[src/rtl/vend_credit_fsm_pkg.sv]
// vend_pkg: shared types and constants for the vend_credit_fsm block.
//   state_e     - controller states (IDLE, HOLD, DISPENSE, RETURN)
//   SEG0..SEG9  - active-low 7-segment patterns, bit order [0:6] = a..g
//   SEG_BLANK   - all segments off, shown for non-BCD inputs
//   coin_value  - value of coin index idx for a given smallest-coin value
package vend_pkg;

  typedef enum logic [1:0] {
    IDLE     = 2'd0,
    HOLD     = 2'd1,
    DISPENSE = 2'd2,
    RETURN   = 2'd3
  } state_e;

  localparam logic [0:6] SEG0      = 7'b000_0001;
  localparam logic [0:6] SEG1      = 7'b100_1111;
  localparam logic [0:6] SEG2      = 7'b001_0010;
  localparam logic [0:6] SEG3      = 7'b000_0110;
  localparam logic [0:6] SEG4      = 7'b100_1100;
  localparam logic [0:6] SEG5      = 7'b010_0100;
  localparam logic [0:6] SEG6      = 7'b010_0000;
  localparam logic [0:6] SEG7      = 7'b000_1111;
  localparam logic [0:6] SEG8      = 7'b000_0000;
  localparam logic [0:6] SEG9      = 7'b000_0100;
  localparam logic [0:6] SEG_BLANK = 7'b111_1111;

  function automatic int unsigned coin_value(input int unsigned unit_val,
                                             input int unsigned idx);
    return unit_val * (idx + 1);
  endfunction

endpackage

[src/rtl/vend_credit_fsm_seg7.sv]
// seg7_digit: BCD digit to active-low 7-segment pattern.
//   bcd_i  in  4      BCD digit 0..9 (other codes blank the digit)
//   seg_o  out [0:6]  segments a..g, active-low
module seg7_digit
  import vend_pkg::*;
(
  input  logic [3:0] bcd_i,
  output logic [0:6] seg_o
);

  always_comb begin
    seg_o = SEG_BLANK;
    case (bcd_i)
      4'd0:    seg_o = SEG0;
      4'd1:    seg_o = SEG1;
      4'd2:    seg_o = SEG2;
      4'd3:    seg_o = SEG3;
      4'd4:    seg_o = SEG4;
      4'd5:    seg_o = SEG5;
      4'd6:    seg_o = SEG6;
      4'd7:    seg_o = SEG7;
      4'd8:    seg_o = SEG8;
      4'd9:    seg_o = SEG9;
      default: seg_o = SEG_BLANK;
    endcase
  end

endmodule

[src/rtl/vend_credit_fsm.sv]
// vend_credit_fsm: coin-credit vending controller with decimal credit display.
// Optional feature macro: AUTO_VEND_EN (auto purchase + change once credit
// reaches PRICE after a coin; vend input ignored).
// Ports:
//   CLOCK_50      in   1         sole clock
//   RST_N         in   1         asynchronous active-low reset
//   coin          in   N_COIN    raw coin buttons, coin i worth UNIT*(i+1)
//   vend          in   1         raw purchase button
//   refund        in   1         raw refund button
//   clear         in   1         raw clear button (credit to 0, no change)
//   credit        out  CREDIT_W  current credit
//   dispense      out  1         one-cycle pulse, item released
//   deny          out  1         one-cycle pulse, vend with credit < PRICE
//   reject        out  1         one-cycle pulse, coin would exceed MAX_CREDIT
//   change        out  CREDIT_W  last returned change amount
//   change_valid  out  1         one-cycle pulse qualifying change
//   HEX2/HEX1/HEX0 out [0:6]     hundreds/tens/units, active-low a..g
module vend_credit_fsm
  import vend_pkg::*;
#(
  parameter int unsigned UNIT       = 4,
  parameter int unsigned N_COIN     = 3,
  parameter int unsigned CREDIT_W   = 8,
  parameter int unsigned MAX_CREDIT = 20,
  parameter int unsigned PRICE      = 16
) (
  input  logic                CLOCK_50,
  input  logic                RST_N,
  input  logic [N_COIN-1:0]   coin,
  input  logic                vend,
  input  logic                refund,
  input  logic                clear,
  output logic [CREDIT_W-1:0] credit,
  output logic                dispense,
  output logic                deny,
  output logic                reject,
  output logic [CREDIT_W-1:0] change,
  output logic                change_valid,
  output logic [0:6]          HEX2,
  output logic [0:6]          HEX1,
  output logic [0:6]          HEX0
);

  if ((longint'(MAX_CREDIT) >= (longint'(1) << CREDIT_W)) ||
      (MAX_CREDIT > 999) || (PRICE > MAX_CREDIT)) begin : g_bad_params
    $error("vend_credit_fsm: illegal parameter combination");
  end

  // Raw buttons packed as {clear, refund, vend, coin}.
  localparam int unsigned NB = N_COIN + 3;
  localparam logic [CREDIT_W:0]   MAX_W   = (CREDIT_W+1)'(MAX_CREDIT);
  localparam logic [CREDIT_W:0]   PRICE_W = (CREDIT_W+1)'(PRICE);
  localparam logic [CREDIT_W-1:0] PRICE_C = CREDIT_W'(PRICE);

  logic [NB-1:0] sync1_q, sync2_q, prev_q, rise;
  logic [1:0]    settle_q;

  // settle_q masks edges until the synchroniser and prev_q have been filled
  // from real input levels, so a button held through reset release is seen
  // as already high rather than as a fresh press.
  always_ff @(posedge CLOCK_50 or negedge RST_N) begin
    if (!RST_N) begin
      sync1_q  <= '0;
      sync2_q  <= '0;
      prev_q   <= '0;
      settle_q <= '0;
    end else begin
      sync1_q <= {clear, refund, vend, coin};
      sync2_q <= sync1_q;
      prev_q  <= sync2_q;
      if (settle_q != 2'd3) settle_q <= settle_q + 2'd1;
    end
  end

  assign rise = sync2_q & ~prev_q & {NB{settle_q == 2'd3}};

  // A coin counts only if a single bit rose and no other coin bit is high.
  logic [N_COIN-1:0] coin_rise, coin_lvl;
  logic              coin_ok;
  logic [CREDIT_W:0] coin_val;
  assign coin_rise = rise[N_COIN-1:0];
  assign coin_lvl  = sync2_q[N_COIN-1:0];
  assign coin_ok   = $onehot(coin_rise) && (coin_lvl == coin_rise);

  always_comb begin
    coin_val = '0;
    for (int unsigned i = 0; i < N_COIN; i++) begin
      if (coin_rise[i]) coin_val = (CREDIT_W+1)'(coin_value(UNIT, i));
    end
  end

  // Registered edge events; this stage gives the three-edge input latency.
  logic              coin_evt_q, vend_evt_q, refund_evt_q, clear_evt_q;
  logic [CREDIT_W:0] coin_val_q;

  always_ff @(posedge CLOCK_50 or negedge RST_N) begin
    if (!RST_N) begin
      coin_evt_q   <= 1'b0;
      coin_val_q   <= '0;
      vend_evt_q   <= 1'b0;
      refund_evt_q <= 1'b0;
      clear_evt_q  <= 1'b0;
    end else begin
      coin_evt_q   <= coin_ok;
      coin_val_q   <= coin_val;
      vend_evt_q   <= rise[N_COIN];
      refund_evt_q <= rise[N_COIN+1];
      clear_evt_q  <= rise[N_COIN+2];
    end
  end

  state_e              state_q;
  logic [CREDIT_W-1:0] credit_q, change_q;
  logic                dispense_q, deny_q, reject_q, change_valid_q;
  logic [CREDIT_W:0]   coin_sum_d;

  // One extra bit so the ceiling comparison cannot wrap.
  assign coin_sum_d = {1'b0, credit_q} + coin_val_q;

  always_ff @(posedge CLOCK_50 or negedge RST_N) begin
    if (!RST_N) begin
      state_q        <= IDLE;
      credit_q       <= '0;
      change_q       <= '0;
      dispense_q     <= 1'b0;
      deny_q         <= 1'b0;
      reject_q       <= 1'b0;
      change_valid_q <= 1'b0;
    end else begin
      dispense_q     <= 1'b0;
      deny_q         <= 1'b0;
      reject_q       <= 1'b0;
      change_valid_q <= 1'b0;
      case (state_q)
        // Credit was already reduced on entry; events here are dropped.
        DISPENSE: begin
`ifdef AUTO_VEND_EN
          state_q        <= RETURN;
          change_q       <= credit_q;
          change_valid_q <= 1'b1;
          credit_q       <= '0;
`else
          state_q <= (credit_q == '0) ? IDLE : HOLD;
`endif
        end
        RETURN: state_q <= IDLE;
        default: begin
          if (clear_evt_q) begin
            credit_q <= '0;
            state_q  <= IDLE;
          end else if (refund_evt_q) begin
            if (state_q == HOLD) begin
              state_q        <= RETURN;
              change_q       <= credit_q;
              change_valid_q <= 1'b1;
              credit_q       <= '0;
            end
`ifndef AUTO_VEND_EN
          end else if (vend_evt_q) begin
            if ({1'b0, credit_q} >= PRICE_W) begin
              state_q    <= DISPENSE;
              dispense_q <= 1'b1;
              credit_q   <= credit_q - PRICE_C;
            end else begin
              deny_q <= 1'b1;
            end
`endif
          end else if (coin_evt_q) begin
            if (coin_sum_d > MAX_W) begin
              reject_q <= 1'b1;
`ifdef AUTO_VEND_EN
            end else if (coin_sum_d >= PRICE_W) begin
              state_q    <= DISPENSE;
              dispense_q <= 1'b1;
              credit_q   <= CREDIT_W'(coin_sum_d - PRICE_W);
`endif
            end else begin
              credit_q <= CREDIT_W'(coin_sum_d);
              state_q  <= HOLD;
            end
          end
        end
      endcase
    end
  end

  assign credit       = credit_q;
  assign change       = change_q;
  assign dispense     = dispense_q;
  assign deny         = deny_q;
  assign reject       = reject_q;
  assign change_valid = change_valid_q;

  // Credit never exceeds 999, so 10 bits are enough for the BCD split.
  logic [9:0] disp_val;
  logic [3:0] digit_bcd [3];
  logic [0:6] digit_seg [3];

  assign disp_val     = 10'(credit_q);
  assign digit_bcd[2] = 4'(disp_val / 10'd100);
  assign digit_bcd[1] = 4'((disp_val / 10'd10) % 10'd10);
  assign digit_bcd[0] = 4'(disp_val % 10'd10);

  for (genvar gi = 0; gi < 3; gi++) begin : g_digit
    seg7_digit u_seg (
      .bcd_i (digit_bcd[gi]),
      .seg_o (digit_seg[gi])
    );
  end

  assign HEX2 = digit_seg[2];
  assign HEX1 = digit_seg[1];
  assign HEX0 = digit_seg[0];

endmodule

[config.mk]
export PLATFORM = sky130hd
export DESIGN_NAME = vend_credit_fsm
export DESIGN_NICKNAME = d
export VERILOG_FILES = /design/src/rtl/vend_credit_fsm_pkg.sv /design/src/rtl/vend_credit_fsm_seg7.sv /design/src/rtl/vend_credit_fsm.sv
export SDC_FILE = /design/constraint.sdc
export NUM_CORES = 1
export LEC_CHECK = 0
export ABC_AREA = 1
export CORE_ASPECT_RATIO = 0.9
export CORE_MARGIN = 1
export CORE_UTILIZATION = 50
export DETAILED_ROUTE_END_ITERATION = 12
export PLACE_DENSITY = 0.88
export SLEW_MARGIN = 20
export SYNTH_ARGS = -nofsm -noshare
export SYNTH_HDL_FRONTEND = slang
export SYNTH_HIERARCHICAL = 1
export SYNTH_SLANG_ARGS = --single-unit
[constraint.sdc]
create_clock -name CLOCK_50 -period 5.6 [get_ports CLOCK_50]
set_input_delay 1.12 -clock CLOCK_50 [delete_from_list [all_inputs] [get_ports CLOCK_50]]
set_output_delay 1.12 -clock CLOCK_50 [all_outputs]
set_load 0.005 [all_outputs]
# After elaboration in Yosys (flattened, before gate mapping)
# Memory sizes are Yosys's and may differ from the RTL's.
# Index checks and enable logic that the tools add are counted.
dict set report totals {
  mem_bits_ro 336
  inputBits 8
  n_memories 3
  elab_cells 95
  ram_bits 0
  reg_bits 55
  latch_bits 0
}
dict set report op_classes {
  multipliers 0
  n_div 4
  n_addsub 5
  n_mux 39
  eq_ne 13
  n_lt_le_gt_ge 2
  n_reduce_logical 8
  bitwise_logic 5
  n_shift 0
}
# memory words word_bits rd rd_clocked_by_memory_dff write_ports line
set mem_list {}
lappend mem_list {{(name not given)} 16 7 1 0 0 vend_credit_fsm_seg7.sv:13} ;# case (bcd_i)
lappend mem_list {{(name not given)} 16 7 1 0 0 vend_credit_fsm_seg7.sv:13}
lappend mem_list {{(name not given)} 16 7 1 0 0 vend_credit_fsm_seg7.sv:13}
# op n
set op_table {}
lappend op_table {{$mux 8} 7}
lappend op_table {{$mux 1} 21}
lappend op_table {{$mux 2} 7}
lappend op_table {{$and 6x6->6} 2}
lappend op_table {{$div 8x4->10 const B} 1}
lappend op_table {{$div 8x7->10 const B} 1}
lappend op_table {{$mod 10x4->10 const B} 1}
lappend op_table {{$mod 8x4->10 const B} 1}
lappend op_table {{$add 8x9->9} 1}
lappend op_table {{$gt 9x5->1 const B} 1}
lappend op_table {{$ge 8x5->1 const B} 1}
lappend op_table {{$logic_not 8->1} 1}
lappend op_table {{$mux 4} 2}
lappend op_table {{$reduce_and 4->1} 2}
lappend op_table {{$sub 8x5->8 const B} 1}
lappend op_table {{$eq 2x2->1 const B} 3}
lappend op_table {{$ne 6x1->1 const B} 1}
lappend op_table {{$ne 6x4->1 const B} 1}
lappend op_table {{$not 6->6} 1}
lappend op_table {{$reduce_bool 6->1} 1}
lappend op_table {{$ne 5x1->1 const B} 1}
lappend op_table {{$reduce_and 5->1} 1}
lappend op_table {{$eq 2x1->1 const B} 2}
lappend op_table {{$ne 4x1->1 const B} 1}
lappend op_table {{13 further kinds} 14}

# Depth between registers and ports, before layout
dict set report depth {
  depth_word 8
  mapped_depth 45
}

# Hierarchy
# Netlist, hierarchy kept.
# mod instances seq_area_each_um2 cells_per_inst area_per_inst_um2
set modules_own_cells {}
lappend modules_own_cells {vend_credit_fsm 1 1101.1 313 2685.1}
lappend modules_own_cells {seg7_digit 3 0.0 35 187.7}

# Least setup slack after synthesis
# No wires, ideal clock.
dict set report synth_timing {
  path_type {reg2out}
  startpoint {register credit_q[4], in the netlist credit[4]}
  endpoint {output HEX1[3] (netlist name)}
  t_arrival_ps 4742
  stages_incl_launch_ff 44
  slack_ps -262
  required_time_ps 4480
  path_buffers 1
  path_cell_list {dfrtp_1 > buf_2 > inv_2 > ha_1 > nor2_2 > nand2_4 > nand2_2 > nand2_1 > nand3_1 > nand3_2 > nand2_2 > nand2_4 > nand2_4 > nand2_8 > nand2_2 > nand2_1 > inv_1 > ha_1 > [8 not listed] > inv_1 > nand2_1 > inv_1 > nand2_1 > nor2_2 > nand3_2 > nand2_2 > nand2_1 > nand3_2 > nand2_4 > nand2_4 > nand2_1 > nand2_1 > inv_1 > ha_1 > nand2_1 > nand3_1 > nand2_1}
}
# item line
set synth_rtl {}
lappend synth_rtl {{from (decl)} vend_credit_fsm.sv:113} ;# logic [CREDIT_W-1:0] credit_q, change_q;
lappend synth_rtl {{from (signal assigned)} vend_credit_fsm.sv:163} ;# credit_q <= credit_q - PRICE_C;
lappend synth_rtl {{from (signal assigned)} vend_credit_fsm.sv:178} ;# credit_q <= CREDIT_W'(coin_sum_d);
lappend synth_rtl {{to (decl)} vend_credit_fsm.sv:40} ;# output logic [0:6] HEX1,

==> metrics.cfg <==
[min_path]
hold_class=reg -> reg
hp-start=sync1_q[5]
holdPathEnd=sync2_q[5]
min_path_cells=0

[die]
io_pins=49
core_um2=6180
die_height_um=78.5
die-area_um2=6820
initial_utilization_pct=52.5
rows=27
fp.dieW_um=87.0

[drt]
drt-initial-drc-count=300
wl_per_cell_um=18.2
drc_errors=0
firstDrtPassIters=6
postRouteAntennaNets=0
drt-total-wl_mm=11.6
vias_per_cell=5.77
vias=3666

[setup_path]
crit_path_end_kind=output port
worstPathArrival_ns=5.31
crit_type=reg -> out
worst_setup_path_start_kind=flop
cp_max_fo=6
rr_worst_depth=13
slowest_stage=dfrtp_2
crit_top_cell=nand2_4
cp.required_ns=4.48
timing.rr.start=credit[2]
crit_path_max_incr_delay_ns=0.47
r2r-end=credit[3]
reg2reg_slack_ns=1.84

[global_route]
grt_overflow=0
antenna_found_initial=0
grt_first_pass_wirelength_mm=15.5
track_usage_pct=29.2
grt_max_degree=45
grt_pass1_vias=3456

[timing]
worst_slew_pin_slew_ns=0.961
maxSlewHeadroom_pct=35.9
setup_viol=14
timing.setup.tns_ns=-7.59
max_freq_mhz=156
slew_violations=0
rsz0062_at_grt=yes
fin_hold_ws_ns=0.348
clock-skew-final_ns=0.0129
final.min_clock_period_ns=6.43
fin_crit_sh_pct=115
finalHoldViolCount=0
fin_ws_ns=-0.830

[clock_tree]
htree_levels=2
cts.clk_slew.worst_paths_ns=0.09
tritoncts=yes
numCtsBuffers=5
holdBufCountCts=0
clk-insertion-delay-late_ns=0.31
clk_path_buf_depth=2
cts.sinks=44
clk_root_buffer_cell=clkbuf_8

[synthesis]
synth_seq_cells=44
yosysSeqAreaShare_pct=33.9
ys_types=40
yosys_warnings=6
netlist_area_um2=3250
synth_area_per_cell_um2=7.77
syn_inst=418

[placed_design]
place.gp.congestion=0.952
place_ws_ns=-0.627
port_buffers=43
dp_hpwl_mm=5.97

[status]
run_status=finished, violations left
violations=setup timing

[cells_and_area]
fin_nets=588
drive_above_1_share_pct=36.5
area_delta_synth_final_pct=50.2
diodes=0

[job]
drv_cap=0

-- worst max-delay path, delay by kind of cell (launching register included) --
| family | cells | cell delay, ns |
|---|---|---|
| XOR/XNOR | 1 | 0.21 |
| adder cells (fa/ha/maj) | 4 | 0.64 |
| buffers and inverters | 9 | 0.73 |
| flip-flops | 1 | 0.47 |
| AND/OR/NAND/NOR | 29 | 2.91 |
-- stage by stage --
step                      instance area [um^2]  cells  util (%)
after floorplan                           3350    433         -
after global placement                    4210    607      68.2
after detailed placement                  4210    607      68.2
after CTS                                 4610    629      74.6
after global routing                      4880    635      78.9
final                                     4880    635      78.9
-- state kept, by name, indices dropped and copies added, names as in the netlist --
name,count
change,6
credit,6
prev_q,6
sync1_q,6
sync2_q,6
coin_val_q,2
settle_q,2
state_q,2
change_valid,1
clear_evt_q,1
coin_evt_q,1
deny,1
dispense,1
refund_evt_q,1
reject,1
vend_evt_q,1
-- how the worst max path moves through the flow --
stage	start	to	slack, ns	depth (start not counted)
2_1_floorplan	credit[4]	HEX1[3]	0.02	42
3_3_place_gp	credit[4]	HEX1[5]	-0.31	40
3_5_place_dp	credit[4]	HEX1[4]	-0.63	40
4_1_cts	credit[4]	HEX1[0]	-0.36	43
5_1_grt	credit[4]	HEX1[3]	-0.96	43
6_report	credit[4]	HEX1[3]	-0.83	43
-- synth_stat cells, drive strengths merged --
cell type | n | area, um^2
mux2i | 1 | 10.0
nor3 | 6 | 30.0
o21ai | 29 | 156
a221oi | 1 | 8.76
or2 | 1 | 6.26
inv | 63 | 239
nor2 | 25 | 98.8
clkbuf | 3 | 15.0
o22ai | 2 | 12.5
o2111a | 1 | 11.3
a21oi | 9 | 56.3
dfrtp | 44 | 1100
xor2 | 7 | 61.3
o311ai | 1 | 8.76
o21a | 1 | 7.51
fa | 2 | 40.0
o211ai | 2 | 15.0
nand3 | 49 | 288
a31oi | 3 | 18.8
nand3b | 3 | 22.5
nand2 | 122 | 569
nand4 | 3 | 18.8
buf | 5 | 35.0
o2111ai | 1 | 8.76
ha | 31 | 388
conb | 1 | 3.75
xnor2 | 2 | 17.5
-- timing repair --
action / CTS / global route
setup buffers: 14 / 6
gates resized for setup: 83 / 64
hold endpoints to repair: 0 / 0
pin swaps: 28 / 22
endpoints found under the setup margin: 14 / 14
cloned: 0 / 0
-- logic make-up after synthesis --
family	synth area share (%)
buffers and inverters	8.90
AND/OR/NAND/NOR	31.8
multiplexers	0.308
other	0.115
XOR/XNOR	2.43
adder cells (fa/ha/maj)	13.2
AO/OA/AOI/OAI	9.36
flip-flops	33.9
-- routing by layer --
| layer | global-route usage [%] | wire, um | vias up |
|---|---|---|---|
| met1 | 31.7 | 4250 | 1728 |
| met3 | 6.10 | 867 | 108 |
| met4 | 15.8 | 949 | 0 |
| met5 | 0 | 0 | - |
| met2 | 52.8 | 5510 | 246 |
| li1 | - | - | 1584 |
-- cells in the final DEF (no fill, tap or decap), types with 8 or more instances in the layout --
cell type | synthesis | final
nand2_2 | 11 | 12
dfrtp_1 | 44 | 42
buf_4 | 4 | 67
conb_1 | 1 | 16
ha_1 | 31 | 23
nand3_4 | 1 | 8
nor2_1 | 23 | 22
inv_2 | 9 | 15
inv_1 | 53 | 40
clkdlybuf4s50_1 | 0 | 28
o21ai_0 | 22 | 20
nand3_1 | 42 | 29
nand2_4 | 9 | 27
nand2_1 | 101 | 81
nand3_2 | 6 | 12
buf_2 | 1 | 8
-- final cells by class --
type                            instances  area, um^2
Clock buffer                            5        68.8
Clock inverter                          3        47.5
Fill cell                             347        1310
Inverter                               63         259
Multi-Input combinational cell        318        2350
Sequential cell                        44        1100
Tap cell                               87         109
Timing Repair Buffer                  115         937
Power is left out: the tool's default activity adds up to more than one toggle a clock period on the data nets, which glitch-free logic cannot reach.
